==> config.mk <==
export PLATFORM = sky130hd
export DESIGN_NAME = serdes_deser_p_flat
export DESIGN_NICKNAME = d
export VERILOG_FILES = /design/src/rtl/serdes_deser_p_if.sv /design/src/rtl/serdes_deser_p.sv /design/src/flat_wrapper.sv
export SDC_FILE = /design/constraint.sdc
export NUM_CORES = 1
export LEC_CHECK = 0
export BUFFER_PORTS_ARGS = -buffer_cell sky130_fd_sc_hd__buf_2
export CAP_MARGIN = 10
export CORE_UTILIZATION = 33
export DETAILED_ROUTE_END_ITERATION = 7
export PLACE_DENSITY_LB_ADDON = 0.25
export SKIP_CTS_REPAIR_TIMING = 1
export SYNTH_ARGS = -nofsm -noshare
export SYNTH_HDL_FRONTEND = slang
export SYNTH_SLANG_ARGS = --single-unit
==> constraint.sdc <==
create_clock -name clk -period 1.99 [get_ports clk]
set_input_delay 0.199 -clock clk [delete_from_list [all_inputs] [get_ports clk]]
set_output_delay 0.199 -clock clk [all_outputs]
set_load 0.005 [all_outputs]
==> src/rtl/serdes_deser_p_if.sv <==
// Handshake bundle between a serial receive front-end, the deserializer and a word consumer.
// master = side that drives beats and consumes words; slave = the deserializer.
interface serdes_deser_p_if #(
  parameter int DATA_W = 32,
  parameter int LANES  = 1,
  parameter int CNT_W  = 5
) ();
  logic [LANES-1:0]  rx_data;
  logic              rx_val;
  logic              rx_rdy;
  logic              rx_clr;
  logic [DATA_W-1:0] tx_data;
  logic              tx_val;
  logic              tx_rdy;
  logic [CNT_W-1:0]  beat_cnt;

  modport master (
    output rx_data, rx_val, rx_clr, tx_rdy,
    input  rx_rdy, tx_data, tx_val, beat_cnt
  );

  modport slave (
    input  rx_data, rx_val, rx_clr, tx_rdy,
    output rx_rdy, tx_data, tx_val, beat_cnt
  );
endinterface

==> src/rtl/serdes_deser_p.sv <==
// Serial-to-parallel deserializer: LANES bits per beat assembled into DATA_W-bit words,
// with valid/ready on both sides and a one-word output register.
module serdes_deser_p #(
  parameter int DATA_W    = 32,
  parameter int LANES     = 1,
  parameter int MSB_FIRST = 1,
  parameter int CNT_W     = 5
) (
  input logic             clk,
  input logic             rst,
  serdes_deser_p_if.slave bus
);
  localparam int               BEATS    = DATA_W / LANES;
  localparam logic [CNT_W-1:0] LAST_CNT = CNT_W'(BEATS - 1);

  logic [DATA_W-1:0] r_shift;
  logic [DATA_W-1:0] r_tx_data;
  logic              r_tx_val;
  logic [CNT_W-1:0]  r_cnt;

  logic [DATA_W-1:0] w_shift_next;
  logic              w_last;
  logic              w_rx_rdy;
  logic              w_accept;
  logic              w_load;

  generate
    if (MSB_FIRST != 0) begin : g_msb_first
      assign w_shift_next = {r_shift[DATA_W-LANES-1:0], bus.rx_data};
    end else begin : g_lsb_first
      assign w_shift_next = {bus.rx_data, r_shift[DATA_W-1:LANES]};
    end
  endgenerate

  // Only the completing beat can stall: it needs the output register to be free or draining.
  assign w_last   = (r_cnt == LAST_CNT);
  assign w_rx_rdy = !(w_last && r_tx_val && !bus.tx_rdy);
  assign w_accept = bus.rx_val && w_rx_rdy && !bus.rx_clr;
  assign w_load   = w_accept && w_last;

  always_ff @(posedge clk or negedge rst) begin
    if (!rst) begin
      r_shift <= '0;
      r_cnt   <= '0;
    end else if (bus.rx_clr) begin
      r_shift <= '0;
      r_cnt   <= '0;
    end else if (w_accept) begin
      r_shift <= w_shift_next;
      r_cnt   <= w_last ? '0 : r_cnt + CNT_W'(1);
    end
  end

  // A load on the same edge as a consume replaces the word and keeps tx_val high.
  always_ff @(posedge clk or negedge rst) begin
    if (!rst) begin
      r_tx_data <= '0;
      r_tx_val  <= 1'b0;
    end else if (w_load) begin
      r_tx_data <= w_shift_next;
      r_tx_val  <= 1'b1;
    end else if (r_tx_val && bus.tx_rdy) begin
      r_tx_val  <= 1'b0;
    end
  end

  assign bus.rx_rdy   = w_rx_rdy;
  assign bus.tx_data  = r_tx_data;
  assign bus.tx_val   = r_tx_val;
  assign bus.beat_cnt = r_cnt;
endmodule

==> src/flat_wrapper.sv <==
// flat-port wrapper written by rule: the top's interface ports become plain ports
module serdes_deser_p_flat 
#(
  parameter int DATA_W    = 32,
  parameter int LANES     = 1,
  parameter int MSB_FIRST = 1,
  parameter int CNT_W     = 5
)
  (clk, rst, bus_rx_data, bus_rx_val, bus_rx_clr, bus_tx_rdy, bus_rx_rdy, bus_tx_data, bus_tx_val, bus_beat_cnt);
  serdes_deser_p_if #(.DATA_W(DATA_W), .LANES(LANES), .CNT_W(CNT_W)) bus_i ();
  input logic clk;
  input logic rst;
  input wire logic [$bits(bus_i.rx_data)-1:0] bus_rx_data;
  input wire logic [$bits(bus_i.rx_val)-1:0] bus_rx_val;
  input wire logic [$bits(bus_i.rx_clr)-1:0] bus_rx_clr;
  input wire logic [$bits(bus_i.tx_rdy)-1:0] bus_tx_rdy;
  output wire logic [$bits(bus_i.rx_rdy)-1:0] bus_rx_rdy;
  output wire logic [$bits(bus_i.tx_data)-1:0] bus_tx_data;
  output wire logic [$bits(bus_i.tx_val)-1:0] bus_tx_val;
  output wire logic [$bits(bus_i.beat_cnt)-1:0] bus_beat_cnt;
  assign bus_i.rx_data = bus_rx_data;
  assign bus_i.rx_val = bus_rx_val;
  assign bus_i.rx_clr = bus_rx_clr;
  assign bus_i.tx_rdy = bus_tx_rdy;
  assign bus_rx_rdy = bus_i.rx_rdy;
  assign bus_tx_data = bus_i.tx_data;
  assign bus_tx_val = bus_i.tx_val;
  assign bus_beat_cnt = bus_i.beat_cnt;
  serdes_deser_p #(.DATA_W(DATA_W), .LANES(LANES), .MSB_FIRST(MSB_FIRST), .CNT_W(CNT_W)) u_core (.clk(clk), .rst(rst), .bus(bus_i));
endmodule
==> results of run 1 <==
## kinds of logic (layout without fill, tap and decap cells)
kind of cell / after synthesis / after routing / synth area share, %
AO/OA/AOI/OAI: 38 / 38 / 11.96
adder cells (fa/ha/maj): 2 / 2 / 0.9131
buffers and inverters: 12 / 73 / 2.922
flip-flops: 69 / 69 / 63.01
multiplexers: 32 / 32 / 17.26
AND/OR/NAND/NOR: 17 / 17 / 3.927
## sequential cells by signal (all words and copies together), names as in the netlist
name	flops
u_core.bus.beat_cnt	5
u_core.bus.tx_data	32
u_core.r_shift	31
u_core.bus.tx_val	1
## power groups by stage
| stage | clock, mW | sequential [mW] | combinational, mW |
|---|---|---|---|
| after floorplan | 0 | 1.44 | 0.0341 |
| after global placement | 0 | 1.44 | 0.0884 |
| after detailed placement | 0 | 1.44 | 0.0897 |
| after CTS | 1.17 | 1.41 | 0.0902 |
| after global routing | 1.23 | 1.41 | 0.110 |
| final | 1.13 | 1.41 | 0.0962 |
## layout by cell type, fill, tap and decap left out, types with 3 or more instances in the layout
cell	n
a22o_1	33
nand2_1	3
mux2_4	30
buf_4	7
clkbuf_8	9
buf_2	44
buf_12	3
dfrtp_1	69
## routing by layer
| metal | up-vias | routed length [um] |
|---|---|---|
| met5 | - | 0 |
| met4 | 0 | 77 |
| met3 | 6 | 188 |
| met2 | 35 | 2287 |
| met1 | 853 | 2437 |
| li1 | 745 | - |
## critical path: cells and delay by family, from the launching register on
family        cells  cell delay [ps]
simple gates      2              340
flops             1              420
buf+inv           1              140
fa+ha+maj         2              450
## through the flow
stage               worst slack (ps)  utilization [%]  TNS [ps]  power (mW)  hold slack (ps)
floorplan                      79.31                -         0       1.474           -96.59
global placement               142.0            39.44         0       1.529            246.8
detailed placement             105.0            39.44         0       1.530            249.7
CTS                            51.47            41.94         0       2.674           -130.0
global route                  -13.88            42.40    -13.88       2.757            77.28
finish                         88.88            42.40         0       2.637            91.39
## final cells by class
type	instances	share of cell area (%)
inverter	1	0.1122
clock buffer	9	3.704
multi-input combinational	89	27.95
timing repair buffer	56	10.59
tap	102	3.816
clock inverter	7	2.207
sequential	69	51.63
## final timing paths
| path | from | end | cells after the start |
|---|---|---|---|
| worst max-delay path | u_core.bus.beat_cnt[0]$_DFFE_PN0P_ | bus_rx_rdy | 5 |
| worst min-delay path | bus_rx_data | u_core.r_shift[0]$_DFFE_PN0P_ | 2 |
| worst max register to register | u_core.bus.beat_cnt[0]$_DFFE_PN0P_ | u_core.bus.tx_data[17]$_DFFE_PN0P_ | 6 |
| worst min register to register | u_core.bus.tx_data[23]$_DFFE_PN0P_ | u_core.bus.tx_data[23]$_DFFE_PN0P_ | 1 |
| max in group asynchronous | rst | u_core.bus.beat_cnt[1]$_DFFE_PN0P_ | 3 |
| min in group asynchronous | rst | u_core.bus.tx_data[23]$_DFFE_PN0P_ | 3 |
==> flow_metrics.tcl, run 1 <==
set metrics [dict create \
    status "finished clean" \
    sw_frac_of_total_pct 23.32 \
    clk_latency_ps 340 \
    synth_top_area_share_pct 63.01 \
    synth_ff_type "dfrtp_1" \
    seq_area_sq_um 1727 \
    wl_um 4991 \
    dp_hpwl_um 3143 \
    synth-seq-cells 69 \
    yosysMostFrequentCell "dfrtp_1" \
    grt_use_met2_pct 18.57 \
    die_w_um 93.13 \
    synthTopCellsByArea "dfrtp_1 63%, mux2_4 16%, a22o_1 11%, buf_2 1.3%, buf_6 1.2%" \
    internal_power_mw 2.022 \
    antenna_found_initial 0 \
    grt_usage_pct 13.07 \
    syn_area_per_cell_sq_um 16.12 \
    grt_pass1_wl_um 8493 \
    fin_crit_sh_pct 95.53 \
    drtIter0Drc 64 \
    gr-usage-met1_pct 17.56 \
    cts_tree "built" \
    synth_async_sr_flop_share_pct 100.0 \
    r2r_setup_slack_ps 110 \
    drive_gt1_share_pct 45.45 \
    nFillCells 742 \
    numPortBuffers 44 \
    clkTransAtPathRegs_ps 70 \
    fin_skew_ps 6.646 \
    fin_nets 234 \
    setup_viol 0 \
    die_area_sq_um 8672 \
    drt_first_pass_iters 4 \
    min_period_ps 1901 \
    fp.dieH_um 93.13 \
    netlist_area_sq_um 2740 \
    gr-max-usage-layer "met2" \
    p_per_area_nw_per_um2 788.5 \
    irDropWorstVdd_uv 299.8 \
    crit_top_cell "ha_1" \
    yosysSeqAreaShare_pct 63.01 \
    grt_overflow 0 \
    p_leak_nw 1.759 \
    via_per_inst 4.922 \
    netlist_top_cells_count "69 x dfrtp_1, 33 x a22o_1, 30 x mux2_4, 7 x buf_2" \
    dr_total_vias 1639 \
    cpPeakStageDelay_ps 420 \
    start_util_pct 34.74 \
    cts_root_buf "clkbuf_8" \
    grt_max_degree 70 \
    cts_sinks 69 \
    crit_path_cell_trace "ha_1, and3_1, ha_1, nand3b_2, buf_2" \
    syn_to_final_growth_pct 22.05 \
    htreeDepth 3 \
    antennaDiodeCount 0 \
    hold_viol_final 0 \
    worstPathArrival_ps 1700 \
    core_area_sq_um 7888 \
    setup.worst_path.start_class "register" \
    syn-instance-count 170 \
    pwr-share-comb_pct 3.6 \
    grt_use_met3_pct 4.634 \
    cts-buffers-inserted 9 \
    yosysTopAreaCell "dfrtp_1" \
    gp_congestion 0.8176 \
    dpl_cell_area_sq_um 3110 \
    critPathRequiredTime_ps 1790 \
    ant_nets 0 \
    cpMaxStageDelayCell "dfrtp_1" \
    synth_nets 178 \
    maxCapViolations 0 \
    final_area_sq_um 3344 \
    rows 32 \
    path_max_fanout 5 \
    rsz0062_at_grt "yes" \
    ctsLongestPathBuffers 2 \
    clock_power_share_pct 42.8 \
    yosysWarnings 0 \
    crit_path_end_kind "output port" \
    relSlewSlack_pct 76.12 \
    dp.cells 313 \
    remaining_drc_errors 0 \
    num_io_pins 45 \
    hp-class "in -> reg" \
    multi_input_area_sq_um 934.6 \
    p_switching_mw 0.6150 \
    synth_edf_count 0 \
    p_seq_share_pct 53.6 \
    stdcell_count 333 \
    synth_cell_type_count 25 \
    tightest_slew_ps 358.2 \
    avgRoutedWirePerCell_um 14.99 \
    max_freq_mhz 526.0 \
    grt_pass1_vias 1685 \
    slew_viol_final 0 \
    worst-setup-path-type "reg -> out" \
]
No activity file was read; power rests on OpenSTA's default activity.
==> inputs of run 2 (changes only) <==
ABC_AREA = 1   (was default)
==> run 2 against run 1 <==
  * Critical path depth is 1 higher
  * Combinational power is 5% higher
  * First-iteration DRC count is 110% higher
  * Area after synthesis is 0.68% lower
  * Clock-buffer cell count is 5 higher
==> flow_metrics.tcl, run 2 <==
set metrics [dict create \
    status "finished clean" \
    worstPathArrival_ps 1650 \
    nFillCells 830 \
    setup_tns_ps 0 \
    grt_usage_pct 14.06 \
    grt_pass1_wl_um 9418 \
    fin_nets 333 \
    dr_total_vias 2003 \
    crit_path_cell_trace "ha_1, nand2_1, nor2_1, ha_1, nand3_2, buf_2" \
    cpPeakStageDelay_ps 420 \
    synth_ff_type "dfrtp_1" \
    synth-xor-area-share_pct 0 \
    cpMaxStageDelayCell "dfrtp_1" \
    cts_tree "built" \
    rr_startpoint "u_core.bus.beat_cnt[0]$_DFFE_PN0P_" \
    yosysWarnings 0 \
    synth_cell_type_count 15 \
    crit_top_cell "ha_1" \
    via_per_inst 4.647 \
    maxCapViolations 0 \
    setup_viol 0 \
    whs_endpoint "u_core.bus.tx_data[0]$_DFFE_PN0P_" \
    fin_crit_sh_pct 92.94 \
    rows 32 \
    synthAdderAreaFrac_pct 0.9195 \
    antenna_found_initial 0 \
    grt_pass1_vias 1902 \
    fp.dieH_um 92.81 \
    hold_depth 3 \
    remaining_drc_errors 0 \
    rsz0062_at_grt "no" \
    cp_top_family "flip-flops" \
    min_period_ps 1849 \
    clkTransAtPathRegs_ps 70 \
    cts_sinks 69 \
    synth_async_sr_flop_share_pct 100.0 \
    synth_nets 287 \
    irDropWorstVdd_uv 357.0 \
    start_util_pct 34.68 \
    grt_overflow 0 \
    die_area_sq_um 8614 \
    wl_um 5455 \
    p_per_area_nw_per_um2 781.3 \
    die_w_um 92.81 \
    synth-seq-cells 69 \
    synth-simple-area-share_pct 13.79 \
    synth_top_family_by_area "simple AND/OR/NAND/NOR gates" \
    r2r-end "u_core.r_shift[15]$_DFFE_PN0P_" \
    drt_first_pass_iters 4 \
    ctsLongestPathBuffers 2 \
    syn_area_per_cell_sq_um 9.754 \
    grt_max_degree 70 \
    netlist_top_cells_count "69 x dfrtp_1, 63 x o21ai_0, 40 x inv_1, 40 x nand3_1, 38 x nand2_1" \
    crit_buf_inv 1 \
    antennaDiodeCount 0 \
    yosysTopAreaCell "dfrtp_1" \
    largest_register_ffs 32 \
    clk_latency_ps 330 \
    synth_top_area_share_pct 63.45 \
    numPortBuffers 44 \
    synth_compound_area_share_pct 12.51 \
    yosysSeqAreaShare_pct 63.45 \
    syn_to_final_growth_pct 19.82 \
    num_io_pins 45 \
    hold_viol_final 0 \
    p_leak_nw 1.558 \
    core_area_sq_um 7848 \
    cts-buffers-inserted 9 \
    final_common_cell "dfrtp_1" \
    avgRoutedWirePerCell_um 12.66 \
    hp-class "in -> reg" \
    drive_gt1_share_pct 20.06 \
    crit_path_end_kind "output port" \
    fin_skew_ps 3.568 \
    r2r_setup_slack_ps 170 \
    critPathRequiredTime_ps 1790 \
    drtIter0Drc 135 \
    ff2ff_path_depth 8 \
    final_cell_mix "69 x dfrtp_1, 63 x o21ai_0, 44 x buf_2" \
    setup_ws_ps 140.6 \
    max_freq_mhz 540.7 \
    synth_edf_count 0 \
    tightest_slew_ps 368.1 \
    yosysMostFrequentCell "dfrtp_1" \
    place_ws_ps 171.1 \
    min-delay-start "bus_rx_data" \
    worst-setup-path-type "reg -> out" \
    synthTopCellsByArea "dfrtp_1 63%, o21ai_0 12%, nand3_1 7.4%, inv_1 5.5%, nand2_1 5.2%" \
    relSlewSlack_pct 75.46 \
    synthMuxAreaShare_pct 0 \
    htreeDepth 3 \
    setup.worst_path.start_class "register" \
    path_max_fanout 5 \
    slew_viol_final 0 \
    syn-instance-count 279 \
    cts_root_buf "clkbuf_8" \
    ant_nets 0 \
    netlist_area_sq_um 2721 \
    gp_congestion 0.7553 \
    dp_hpwl_um 3396 \
]
==> run 2: worst min-delay path, cell delays in order <==
cell and delay, ps:
buf_2 90, inv_1 70, o21ai_0 80
==> run 2: worst max path at each step <==
stage / to / startpoint / cells after the start / slack (ps)
after floorplan: u_core.bus.tx_data[13]$_DFFE_PN0P_ / u_core.bus.beat_cnt[0]$_DFFE_PN0P_ / 9 / 380
after global placement: u_core.r_shift[0]$_DFFE_PN0P_ / u_core.bus.beat_cnt[0]$_DFFE_PN0P_ / 9 / 250
after detailed placement: u_core.r_shift[15]$_DFFE_PN0P_ / u_core.bus.beat_cnt[1]$_DFFE_PN0P_ / 9 / 170
after CTS: u_core.r_shift[17]$_DFFE_PN0P_ / u_core.bus.beat_cnt[1]$_DFFE_PN0P_ / 9 / 150
after global routing: u_core.r_shift[30]$_DFFE_PN0P_ / u_core.bus.beat_cnt[0]$_DFFE_PN0P_ / 8 / 40
final: bus_rx_rdy / u_core.bus.beat_cnt[1]$_DFFE_PN0P_ / 6 / 140
==> run 2: area by class of cell <==
| cell class | instances | area [sq um] | share of cell area (%) |
|---|---|---|---|
| inverter | 40 | 150.1 | 4.605 |
| clock buffer | 14 | 172.7 | 5.295 |
| tap | 102 | 127.6 | 3.914 |
| multi-input combinational | 153 | 745.7 | 22.87 |
| sequential | 69 | 1727 | 52.95 |
| clock inverter | 1 | 5.005 | 0.1535 |
| timing repair buffer | 52 | 332.8 | 10.21 |
==> run 2: stage by stage <==
stage	utilization, %	instances	power, mW	area (sq um)	hold WS, ps
final	41.55	431	2.548	3261	158.5
after global routing	41.55	431	2.656	3261	164.0
after CTS	41.36	430	2.588	3246	-107.4
after detailed placement	39.09	415	1.543	3068	258.2
after global placement	39.09	415	1.542	3068	252.2
after floorplan	-	279	1.480	2721	-96.59
==> run 2: report_power, final <==
group          total [mW]  internal (mW)  switching, mW  leakage, nW
Combinational       0.101         0.0288         0.0722        0.504
Clock                1.03          0.548          0.485       0.0926
Sequential           1.41           1.41        0.00634        0.962
Total                2.55           1.98          0.563         1.56
==> run 2: cell families (layout without fill, tap and decap cells) <==
kind of cell | Yosys count | count (layout)
AND/OR/NAND/NOR | 83 | 83
flip-flops | 69 | 69
AO/OA/AOI/OAI | 68 | 68
buffers and inverters | 57 | 107
adder cells (fa/ha/maj) | 2 | 2
==> run 2: metal layers <==
metal	global-route usage [%]	vias to the layer above	routed length (um)
li1	-	992	-
met1	19.83	947	2629
met2	19.91	58	2423
met3	4.105	6	330
met4	6.154	0	71
met5	0	-	0
==> inputs of run 3 (changes only) <==
ABC_AREA = default   (was 1)
CORE_ASPECT_RATIO = 0.5   (was default)
==> run 3 against run 2 <==
  * The flow now finishes with violations (DRC)
  * Register-to-register slack got worse by 90 ps
  * Clock power increased by 80%
  * Die area increased by 0.93%
  * Clock-buffer cell count decreased by 3
  * Combinational power decreased by 3%
  * Sequential share of layout area decreased by 3.9 points
  * Cell count decreased by 21%
  * Largest power group is now the clock network
  * Highest routed layer unchanged
==> flow_metrics.tcl, run 3 (synthesized netlist as in run 1, its figures left out) <==
set metrics [dict create \
    worstPathArrival_ps 1710 \
    p_leak_nw 1.823 \
    sw_frac_of_total_pct 19.65 \
    critPathRequiredTime_ps 1790 \
    status "finished, violations left" \
    final_util_pct 43.82 \
    wl_um 5258 \
    die_area_sq_um 8694 \
    largest_register_ffs 32 \
    die_w_um 130.9 \
    maxCapViolations 0 \
    pwr-share-comb_pct 2.9 \
    grt_usage_pct 13.36 \
    fin_crit_sh_pct 95.97 \
    htreeDepth 3 \
    path_max_fanout 5 \
    rsz0062_at_grt "no" \
    core_area_sq_um 8029 \
    antenna_found_initial 0 \
    grt_max_degree 34 \
    p_per_area_nw_per_um2 956.8 \
    syn_to_final_growth_pct 28.40 \
    dp.cells 323 \
    cts_tree "built" \
    drt_first_pass_iters 6 \
    ant_nets 0 \
    numPortBuffers 44 \
    setup.worst_path.start_class "register" \
    dp_hpwl_um 3289 \
    crit_path_end_kind "output port" \
    final_common_cell "dfrtp_1" \
    clkTransAtPathRegs_ps 50 \
    worst-setup-path-type "reg -> out" \
    gp_congestion 0.8887 \
    stdcell_count 342 \
    clock_power_share_pct 55.1 \
    grt_pass1_vias 1635 \
    setup_tns_ps 0 \
    fp.dieH_um 66.44 \
    grt_pass1_wl_um 8438 \
    num_io_pins 45 \
    clk_latency_ps 330 \
    rows 23 \
    dr_total_vias 1616 \
    internal_power_mw 2.705 \
    hp-class "in -> reg" \
    cts-buffers-inserted 9 \
    setup_viol 0 \
    cts_sinks 69 \
    drive_gt1_share_pct 44.78 \
    start_util_pct 34.13 \
    p_switching_mw 0.6613 \
    drtIter0Drc 132 \
    relSlewSlack_pct 64.01 \
    antennaDiodeCount 0 \
    via_per_inst 4.725 \
    tightest_slew_ps 539.9 \
    min_period_ps 1910 \
    fin_nets 233 \
    whs_ps 112.6 \
    grt_overflow 0 \
    irDropWorstVdd_uv 438.2 \
    slew_viol_final 0 \
    ctsLongestPathBuffers 2 \
    avgRoutedWirePerCell_um 15.37 \
    max_freq_mhz 523.6 \
    fin_skew_ps 3.376 \
    p_seq_share_pct 42.0 \
    remaining_drc_errors 2 \
    violations "DRC" \
    cts_root_buf "clkbuf_16" \
    hold_viol_final 0 \
    finalPower_mw 3.366 \
    final_cell_mix "69 x dfrtp_1, 44 x buf_2, 33 x a22o_1" \
]
[run 3: changes by cell type in the layout (fill, tap and decap cells not counted), sizes merged, moves of 2 or more]
cell    change
inv        -38
o21ai      -67
buf         +2
bufinv      +3
mux2       +32
nand2b      +2
nor4bb      +2
clkbuf      -2
and3        +2
nand2      -36
a22o       +33
nand3      -40
nand4       -2
[run 3: worst max-delay path, cell delays in order (launching register included)]
cell	delay, ps
dfrtp_1	420
ha_1	240
and3_1	190
ha_1	230
nand3b_2	160
buf_2	140
[run 3: cell type report]
class	instances	area (sq um)
clock buffers	11	242.7
well taps	112	140.1
multi-input cells	89	938.4
clock inverters	5	106.4
flip-flops and latches	69	1727
fillers	708	4511
inverters	1	3.754
repair buffers	55	360.3
[run 3: layer usage]
| layer | share of wire [%] | track usage, % | up-vias |
|---|---|---|---|
| met4 | 1.9 | 6.897 | 0 |
| met3 | 5.1 | 5.178 | 10 |
| met5 | 0 | 0 | - |
| met2 | 44 | 19.18 | 33 |
| met1 | 48 | 17.40 | 830 |
| li1 | - | - | 743 |
[run 3: through the flow]
| stage | worst slack, ps | instance area, sq um |
|---|---|---|
| floorplan | 79.31 | 2740 |
| global placement | 114.9 | 3123 |
| detailed placement | 37.39 | 3123 |
| CTS | 7.957 | 3472 |
| global route | 36.83 | 3518 |
| finish | 80.19 | 3518 |
[run 3: worst paths after layout]
check / from / endpoint / slack (ps) / depth (start not counted)
max: u_core.bus.beat_cnt[0]$_DFFE_PN0P_ / bus_rx_rdy / 80 / 5
max reg2reg: u_core.bus.beat_cnt[0]$_DFFE_PN0P_ / u_core.bus.tx_data[2]$_DFFE_PN0P_ / 80 / 6
max in group asynchronous: rst / u_core.bus.tx_data[26]$_DFFE_PN0P_ / 980 / 3
min in group asynchronous: rst / u_core.bus.tx_data[6]$_DFFE_PN0P_ / 390 / 2
min: bus_rx_data / u_core.r_shift[0]$_DFFE_PN0P_ / 110 / 2
min reg2reg: u_core.bus.tx_data[10]$_DFFE_PN0P_ / u_core.bus.tx_data[10]$_DFFE_PN0P_ / 480 / 1
[run 3: power groups by stage]
stage / Clock [mW] / Sequential, mW / Combinational [mW]
after global placement: 0 / 1.44 / 0.0951
after global routing: 1.95 / 1.41 / 0.111
final: 1.85 / 1.42 / 0.0975
after floorplan: 0 / 1.44 / 0.0341
after detailed placement: 0 / 1.44 / 0.0955
after CTS: 1.89 / 1.41 / 0.0957
